`src/rtl/mem_rr_ctrl.sv`:
```
`default_nettype none
// ============================================================================
//  Module   : mem_rr_ctrl
//  Purpose  : Two-requester round-robin controller for a JK-flip-flop memory
//             array. Accepts read/write requests over req/ack handshakes,
//             arbitrates fairly, and drives the memory's one-hot select,
//             rw strobe and clear line through a fixed
//             setup / strobe / capture sequence.
//  Ports    : clk, reset            - clock, synchronous active-high reset
//             req0/1, rw0/1         - requests and direction (1 = write)
//             addr0/1, wdata0/1     - word address and write data
//             clr_req / clr_done    - whole-array clear request / done pulse
//             ack0/1, rdata         - completion pulses and read data
//             busy                  - high in every state except IDLE
//             mem_add, mem_rw,
//             mem_din, mem_clear    - memory-side controls (all registered)
//             mem_dout              - OR of all memory word outputs
//  Revision : 1.0 - initial release
// ============================================================================
module mem_rr_ctrl #(
    parameter int WORDS = 4,
    parameter int WIDTH = 4,
    parameter int AW    = 2
) (
    input  logic             clk,
    input  logic             reset,
    input  logic             req0,
    input  logic             req1,
    input  logic             rw0,
    input  logic             rw1,
    input  logic [AW-1:0]    addr0,
    input  logic [AW-1:0]    addr1,
    input  logic [WIDTH-1:0] wdata0,
    input  logic [WIDTH-1:0] wdata1,
    input  logic             clr_req,
    output logic             ack0,
    output logic             ack1,
    output logic             clr_done,
    output logic [WIDTH-1:0] rdata,
    output logic             busy,
    output logic [WORDS-1:0] mem_add,
    output logic             mem_rw,
    output logic [WIDTH-1:0] mem_din,
    output logic             mem_clear,
    input  logic [WIDTH-1:0] mem_dout
);

    localparam logic [2:0] c_IDLE   = 3'd0;
    localparam logic [2:0] c_SETUP  = 3'd1;
    localparam logic [2:0] c_ACCESS = 3'd2;
    localparam logic [2:0] c_DONE   = 3'd3;
    localparam logic [2:0] c_CLEAR  = 3'd4;

    localparam logic [WORDS-1:0] c_ONE = {{(WORDS-1){1'b0}}, 1'b1};

    // State and latched transaction
    logic [2:0]       r_state;
    logic             r_id;       // granted requester
    logic             r_rw;
    logic [AW-1:0]    r_addr;
    logic [WIDTH-1:0] r_wdata;
    logic             r_last;     // requester granted most recently

    // Next-state / next-latch values
    logic [2:0]       w_next;
    logic             w_id_n;
    logic             w_rw_n;
    logic [AW-1:0]    w_addr_n;
    logic [WIDTH-1:0] w_wdata_n;
    logic             w_gnt1;

    // Next output values (registered in the state process)
    logic             w_ack0_n;
    logic             w_ack1_n;
    logic             w_done_n;
    logic [WIDTH-1:0] w_rdata_n;
    logic             w_busy_n;
    logic [WORDS-1:0] w_add_n;
    logic             w_rw_out_n;
    logic [WIDTH-1:0] w_din_n;
    logic             w_clear_n;

    // ------------------------------------------------------------------
    // State register (also registers every output)
    // ------------------------------------------------------------------
    always_ff @(posedge clk) begin
        if (reset) begin
            r_state   <= c_IDLE;
            r_id      <= 1'b0;
            r_rw      <= 1'b0;
            r_addr    <= '0;
            r_wdata   <= '0;
            r_last    <= 1'b1;    // requester 0 wins the first tie
            ack0      <= 1'b0;
            ack1      <= 1'b0;
            clr_done  <= 1'b0;
            rdata     <= '0;
            busy      <= 1'b0;
            mem_add   <= '0;
            mem_rw    <= 1'b0;
            mem_din   <= '0;
            mem_clear <= 1'b0;
        end else begin
            r_state   <= w_next;
            r_id      <= w_id_n;
            r_rw      <= w_rw_n;
            r_addr    <= w_addr_n;
            r_wdata   <= w_wdata_n;
            if (r_state == c_ACCESS) begin
                r_last <= r_id;
            end
            ack0      <= w_ack0_n;
            ack1      <= w_ack1_n;
            clr_done  <= w_done_n;
            rdata     <= w_rdata_n;
            busy      <= w_busy_n;
            mem_add   <= w_add_n;
            mem_rw    <= w_rw_out_n;
            mem_din   <= w_din_n;
            mem_clear <= w_clear_n;
        end
    end

    // ------------------------------------------------------------------
    // Next-state logic and arbitration
    // ------------------------------------------------------------------
    // On a tie, grant the requester that was not granted last.
    assign w_gnt1 = req1 & (~req0 | ~r_last);

    always_comb begin
        w_next    = c_IDLE;
        w_id_n    = r_id;
        w_rw_n    = r_rw;
        w_addr_n  = r_addr;
        w_wdata_n = r_wdata;
        case (r_state)
            c_IDLE: begin
                if (clr_req) begin
                    w_next = c_CLEAR;
                end else if (req0 | req1) begin
                    w_next    = c_SETUP;
                    w_id_n    = w_gnt1;
                    w_rw_n    = w_gnt1 ? rw1    : rw0;
                    w_addr_n  = w_gnt1 ? addr1  : addr0;
                    w_wdata_n = w_gnt1 ? wdata1 : wdata0;
                end else begin
                    w_next = c_IDLE;
                end
            end
            c_SETUP:  w_next = c_ACCESS;
            c_ACCESS: w_next = c_DONE;
            c_DONE:   w_next = c_IDLE;
            c_CLEAR:  w_next = c_IDLE;
            default:  w_next = c_IDLE;
        endcase
    end

    // ------------------------------------------------------------------
    // Output logic: values the outputs take in the state being entered.
    // mem_din and rdata hold between transactions.
    // ------------------------------------------------------------------
    always_comb begin
        w_ack0_n   = 1'b0;
        w_ack1_n   = 1'b0;
        w_done_n   = 1'b0;
        w_rdata_n  = rdata;
        w_busy_n   = (w_next != c_IDLE);
        w_add_n    = '0;
        w_rw_out_n = 1'b0;
        w_din_n    = mem_din;
        w_clear_n  = 1'b0;
        case (w_next)
            c_SETUP: begin
                w_add_n = c_ONE << w_addr_n;
                w_din_n = w_wdata_n;
            end
            c_ACCESS: begin
                // Select and data already stable for a full cycle; strobe now.
                w_add_n    = c_ONE << w_addr_n;
                w_din_n    = w_wdata_n;
                w_rw_out_n = w_rw_n;
            end
            c_DONE: begin
                w_ack0_n  = ~w_id_n;
                w_ack1_n  = w_id_n;
                // Capture at the ACCESS exit edge; writes report zero.
                w_rdata_n = r_rw ? '0 : mem_dout;
            end
            c_CLEAR: begin
                w_clear_n = 1'b1;
                w_done_n  = 1'b1;
            end
            default: begin
                w_add_n = '0;
            end
        endcase
    end

endmodule
`default_nettype wire

```
`config.mk`:
```
export PLATFORM = sky130hd
export DESIGN_NAME = mem_rr_ctrl
export DESIGN_NICKNAME = d
export VERILOG_FILES = /design/src/rtl/mem_rr_ctrl.sv
export SDC_FILE = /design/constraint.sdc
export NUM_CORES = 1
export LEC_CHECK = 0
export ABC_AREA = 1
export CAP_MARGIN = 20
export CORE_UTILIZATION = 45
export DETAILED_ROUTE_END_ITERATION = 10
export PLACE_DENSITY = 0.74
export RECOVER_POWER = 100
export SYNTH_ARGS = -nofsm -noshare
export SYNTH_HDL_FRONTEND = slang
export SYNTH_SLANG_ARGS = --single-unit
```
`constraint.sdc`:
```
create_clock -name clk -period 1.28 [get_ports clk]
set_input_delay 0.32 -clock clk [delete_from_list [all_inputs] [get_ports clk]]
set_output_delay 0.32 -clock clk [all_outputs]
set_load 0.05 [all_outputs]
```
After elaboration in Yosys (flattened, before gate mapping)
Index checks and enable logic that the tools add are counted.
- output and inout port bits: 18
- word-level logic and storage cells: 56
- flip-flop bits (word level): 29
- input bits: 23
- shift-type cells: 1
- multiplexer cells: 20
- eq/ne operators: 6
- reduce and logical (&&, ||, !) cells: 6
- bitwise operators: 9
- operator list (kind ; number):
    2-to-1 mux 4 bit ; 5
    equality test 3 x 2 -> 1 bit, second input constant ; 3
    2-to-1 mux 1 bit ; 9
    one-hot mux 3 bit (3 select lines) ; 1
    2-to-1 mux 2 bit ; 4
    OR reduction 2 bit ; 4
    equality test 3 x 1 -> 1 bit, second input constant ; 2
    inverter 1 bit ; 6
    << shifter 1 x 2 -> 4 bit, first input constant ; 1
    equality test 3 bit, second input constant ; 1
    zero test 3 bit ; 1
    2-to-1 mux 3 bit ; 1
    nonzero test 3 bit ; 1
    OR 1 bit ; 2
    AND 1 bit ; 1

Longest topological paths before layout
Gate-level depths: netlist of run 1.
- depth after elaboration: 8
- depth in mapped cells: 10

Worst setup path after synthesis of run 1
OpenSTA, ideal clock, no wires.
- path type: register -> output
- start: register mem_clear
- end: output mem_clear
- cell stages (with the launch flop): 2
- required time: 0.960 ns
- path buffers: 1
- arrival: 0.894 ns
- path slack: 0.066 ns
- cells stage by stage: dfxtp_1 -> buf_4
- RTL lines (what ; RTL line ; RTL):
    from (decl) ; 44 ; output logic mem_clear,
    from (signal assigned) ; 120 ; mem_clear <= w_clear_n;
No word-level cell between the ends.

Final worst setup path of run 1
- start: register mem_din[0]
- end: output mem_din[0]
- RTL lines (what ; RTL line ; RTL):
    from (decl) ; 43 ; output logic [WIDTH-1:0] mem_din,
    from (signal assigned) ; 119 ; mem_din <= w_din_n;
No word-level cell between the ends.

==> results.ini, run 1 <==
[finish]
post-route-util = 0.7929
insertedDiodeCount = 0
drive_above_1_share = 0.2627
final_area_um2 = 2036
syn_to_final_growth_pct = 61.41
layout.nets = 258

[global_routing]
grt_overflow_total = 0
antenna_found_initial = 0
gr-usage-all-layers = 0.2491
grt_max_degree = 12
grt_pass1_wl_um = 5112
grt_pass1_vias = 1242

[sta]
finClkSkew_ns = 0.004570
rsz0062_at_grt = yes
maxSlewViolCount = 0
setup_viol = 0
tightest_slew_ns = 0.2577
relSlewSlack = 0.8264
min_period_ns = 1.226
hold_viol = 0
fmax_mhz = 815.9
hold_ws_ns = 0.4885
min_period_over_period = 0.9576
finalSetupTns_ns = 0

[route]
routed_via_density = 4.932
wl_per_cell_um = 12.57
antenna_left = 0
vias = 1312
drt_iter0_markers = 31
wl_um = 3343
first_pass_iters = 5
drc = 0

[placement]
io_buffers = 40
post_dp_cell_area_um2 = 1917
place_congestion = 0.8817
hpwl_um = 2365

[die]
core_area_um2 = 2567
row_count = 18
dieArea_um2 = 3018
start_util = 0.4912
die_w_um = 54.94
io_pins = 41
die_h_um = 54.94

[yosys]
avgSynthCellArea_um2 = 7.007
synth_cell_types = 16
yosysWarnings = 0
synth_top_area_share = 0.4603
ys_seq_elements = 29
synth_commonest_cells = nand2_1, inv_1, dfxtp_1, nand3_1, nor2_1
synthesis.nets = 203
synthCells = 180
yosysSeqAreaShare = 0.4603
async_reset_ff_frac = 0
synth_area_um2 = 1261
synth_top_area_cell = dfxtp_1
synth_edf_count = 0
synth_ff_type = dfxtp_1
synthTopCellsByArea = dfxtp_1, nand2_1, nand3_1
synth_most_common_cell = nand2_1

[clocking]
clock_latency_ns = 0.34
clk_pin_slew_ns = 0.09
cts-root-buf = clkbuf_4
clock_sinks = 29
hold_buffers = 0
clk_path_buf_depth = 2
cts_tree = done
htreeDepth = 2
cts_buffers = 5

[power]
finalPower_mw = 2.376
power.switching_uw = 825.0
p_leak_nw = 1.047
pwr-share-clk = 0.227
power_frac_seq = 0.438
ir_drop_uv = 1054
p_int_mw = 1.551
comb_power_share = 0.335
power_density_nw_per_um2 = 1167
sw_frac_of_total = 0.3473

[critical_path]
worstPathRequired_ns = 0.96
worstSetupPathType = reg2out
crit_fanout = 2
start_kind = register
crit_buf_inv = 1
max_stage_delay_ns = 0.41
crit_chain = buf_12
crit_slowest_cell = dfxtp_1
endpoint_kind = output pin
crit_family = flip-flops
crit_arrival_ns = 0.91

[flow_run]
cap_violations = 0

[hold_path]
hold_path_class = reg2reg

[outcome]
status = finished clean

## flip-flops by register name, indices dropped and copies added (netlist names)
signal	count
mem_add	4
mem_din	4
r_wdata	4
rdata	4
r_state	3
r_addr	2
ack0	1
ack1	1
busy	1
mem_clear	1
mem_rw	1
r_id	1
r_last	1
r_rw	1
## path summary, 6_finish.rpt
| kind | slack [ns] | endpoint | cells past startpoint | from |
|---|---|---|---|---|
| setup / recovery | 0.05 | mem_din[0] | 1 | mem_din[0] |
| hold / removal | 0.49 | r_last | 2 | r_last |
| setup reg to reg | 0.08 | mem_add[2] | 7 | r_state[0] |
| hold reg to reg | 0.49 | r_last | 2 | r_last |
## layout by cell type, fill, tap and decap left out, types with 4 or more instances in the layout
cell type,instances
inv_2,6
nor2_1,12
a21oi_1,7
buf_4,10
nand2_1,41
clkbuf_4,5
clkdlybuf4s50_1,19
nand2_2,6
dfxtp_1,26
inv_1,33
buf_12,18
nor2_2,4
nand3_1,28
## cells by family (layout without fill, tap and decap cells)
group                  after synthesis  after routing  synth area share
AO/OA/AOI/OAI                       10             10           0.03968
AND/OR/NAND/NOR                     98            100            0.3601
buffers and inverters               43             97            0.1399
flip-flops                          29             29            0.4603
## through the flow
step                      setup WS [ns]  std cells
after floorplan                 0.06568        180
after global placement          -0.3881        255
after detailed placement        -0.4434        255
after CTS                      -0.01111        264
after global routing           -0.02772        266
final                           0.05433        266
## power groups by stage
stage	Sequential, mW	Combinational (mW)	Clock [mW]
global route	1.05	0.862	0.577
floorplan	1.17	0.290	0
global placement	1.05	0.725	0
finish	1.04	0.796	0.540
detailed placement	1.06	0.741	0
CTS	1.04	0.752	0.541
## per-layer routing
metal	track usage	up-vias	wire (um)
li1	-	654	-
met1	0.2625	594	1389
met2	0.4237	50	1644
met3	0.06284	14	169
met4	0.1875	0	141
met5	0	-	0
## repair_timing
action	4_1_cts	5_1_grt
pin swaps	1	4
resized for setup	2	19
cloned	1	1
endpoints found under the setup margin	8	21
buffers inserted	0	1
## layout make-up
cell class                      count  area, um2
Multi-Input combinational cell    110      553.0
Inverter                           39      146.4
Fill cell                         192      531.8
Sequential cell                    29      586.8
Clock buffer                        8      48.80
Timing Repair Buffer               50      663.1
Tap cell                           30      37.54
Power figures use the tool's default switching activity.
==> run 2, diff against run 1 <==
--- a/config.mk
+++ b/config.mk
@@ -8,7 +8,9 @@
 export ABC_AREA = 1
 export CAP_MARGIN = 20
 export CORE_UTILIZATION = 45
+export CTS_CLUSTER_DIAMETER = 60
 export DETAILED_ROUTE_END_ITERATION = 10
+export MAX_ROUTING_LAYER = met4
 export PLACE_DENSITY = 0.74
 export RECOVER_POWER = 100
 export SYNTH_ARGS = -nofsm -noshare
==> run 2 against run 1 <==
Critical path depth did not move. Total power rose by 0.11%. Hold slack improved by 0.0012 ns. Routed wire length rose by 0.33%. Worst setup slack improved by 0.0091 ns. Count of clock-buffer cells in the layout did not move. Clock power barely moved. Fmax rose by 0.75%.
==> results.ini, run 2 (synthesized netlist as in run 1, its figures left out) <==
[placement]
place_congestion = 0.8963  ; +1.7%
io_buffers = 40  ; unchanged
hpwl_um = 2365  ; unchanged

[clocking]
clock_latency_ns = 0.34  ; about the same
cts_buffers = 5  ; unchanged
hold_buffers = 0  ; unchanged
cts-root-buf = clkbuf_4
clk_path_buf_depth = 2  ; unchanged
cts_tree = done
clk_pin_slew_ns = 0.09  ; about the same
clock_sinks = 29  ; unchanged
htreeDepth = 2  ; unchanged

[global_routing]
grt_pass1_wl_um = 5106  ; -0.12%
gr-usage-all-layers = 0.2562  ; +0.007026
grt_pass1_vias = 1242  ; unchanged
antenna_found_initial = 0  ; unchanged
grt_max_degree = 12  ; unchanged
grt_overflow_total = 0  ; unchanged

[finish]
layout.nets = 258  ; unchanged
final_cell_mix = nand2_1, inv_1, nand3_1
drive_above_1_share = 0.2627  ; unchanged
post-route-util = 0.7929  ; unchanged
final_common_cell = nand2_1
syn_to_final_growth_pct = 61.41  ; unchanged
insertedDiodeCount = 0  ; unchanged
seq_area_um2 = 586.8  ; unchanged
num-fill-cells = 192  ; unchanged
multi_input_area_um2 = 553.0  ; unchanged

[sta]
rsz0062_at_grt = yes
min_period_over_period = 0.9505  ; -0.007087
finalSetupTns_ns = 0  ; unchanged
relSlewSlack = 0.8264  ; unchanged
fmax_mhz = 822.0  ; +0.75%
setup_viol = 0  ; unchanged
hold_viol = 0  ; unchanged
maxSlewViolCount = 0  ; unchanged
tightest_slew_ns = 0.2577  ; +0.0000001192 ns
min_period_ns = 1.217  ; -0.009072 ns
finClkSkew_ns = 0.004709  ; +0.0001384 ns

[die]
start_util = 0.4912  ; unchanged
core_area_um2 = 2567  ; unchanged
row_count = 18  ; unchanged
die_h_um = 54.94  ; unchanged
dieArea_um2 = 3018  ; unchanged
io_pins = 41  ; unchanged
die_w_um = 54.94  ; unchanged

[power]
power_frac_seq = 0.437  ; about the same
p_int_mw = 1.551  ; about the same
comb_power_share = 0.336  ; about the same
p_leak_nw = 1.047  ; unchanged
power.switching_uw = 827.7  ; +0.32%
finalPower_mw = 2.378  ; +0.11%
ir_drop_uv = 1054  ; about the same
pwr-share-clk = 0.227  ; about the same
power_density_nw_per_um2 = 1168  ; +0.11%
sw_frac_of_total = 0.3480  ; +0.0007233

[critical_path]
crit_slowest_cell = dfxtp_1
max_stage_delay_ns = 0.40  ; about the same
worstPathRequired_ns = 0.96  ; about the same
crit_family = flip-flops
crit_fanout = 2  ; unchanged
endpoint_kind = output pin
crit_arrival_ns = 0.90  ; about the same
worstSetupPathType = reg2out
reg2reg_slack_ns = 0.08  ; about the same
start_kind = register
crit_chain = buf_12
crit_buf_inv = 1  ; unchanged

[route]
wl_per_cell_um = 12.61  ; +0.33%
vias = 1318  ; +0.46%
antenna_left = 0  ; unchanged
first_pass_iters = 4  ; -1
wl_um = 3354  ; +0.33%
drc = 0  ; unchanged
drt_iter0_markers = 25  ; -19%
routed_via_density = 4.955  ; +0.46%

[outcome]
status = finished clean

[hold_path]
hold_path_class = reg2reg

[flow_run]
cap_violations = 0  ; unchanged

-- run 2: cell counts in the layout (fill, tap and decap cells not counted) --
No cell type changed its count.
-- run 2: tightest hold or removal path, stage by stage, from the launching register on --
cell and delay, ns:
dfxtp_1 0.31, nand2_1 0.07, a21oi_1 0.06
-- run 2: worst paths after layout --
path                            startpoint    endpoint  depth (start not counted)
worst max register to register  r_state[0]  mem_add[2]                          7
worst min register to register  r_wdata[2]  r_wdata[2]                          2
worst min-delay path            r_wdata[2]  r_wdata[2]                          2
worst max-delay path            mem_din[0]  mem_din[0]                          1
-- run 2: layer usage --
layer	wire, um	GRT usage
met1	1388	0.2642
met5	0	-
met3	181	0.06011
met4	141	0.1875
met2	1642	0.4237
-- run 2: power groups by stage --
stage	registers, mW	logic (mW)	clock network [mW]
after CTS	1.04	0.752	0.541
after global routing	1.05	0.863	0.577
after global placement	1.05	0.725	0
after floorplan	1.17	0.290	0
after detailed placement	1.06	0.741	0
final	1.04	0.798	0.541
-- run 2: cell type report --
cell class,instances,share of cell area
multi-input cells,110,0.2717
flip-flops and latches,29,0.2883
repair buffers,50,0.3258
inverters,39,0.07191
clock buffers,8,0.02397
well taps,30,0.01844
-- run 2: timing repair --
item / CTS / global route
gates resized for setup: 2 / 19
buffers inserted: 0 / 1
cloned: 1 / 1
endpoints found under the setup margin: 8 / 21
pin swaps: 1 / 4
-- run 2: metrics by stage --
step	hold slack [ns]	worst slack [ns]	instance area, um2	instances
finish	0.4896	0.06340	2036	266
global route	0.5158	-0.03497	2036	266
CTS	0.4791	-0.01111	1974	264
detailed placement	0.4598	-0.4434	1917	255
global placement	0.4522	-0.3881	1917	255
floorplan	0.3933	0.06568	1261	180
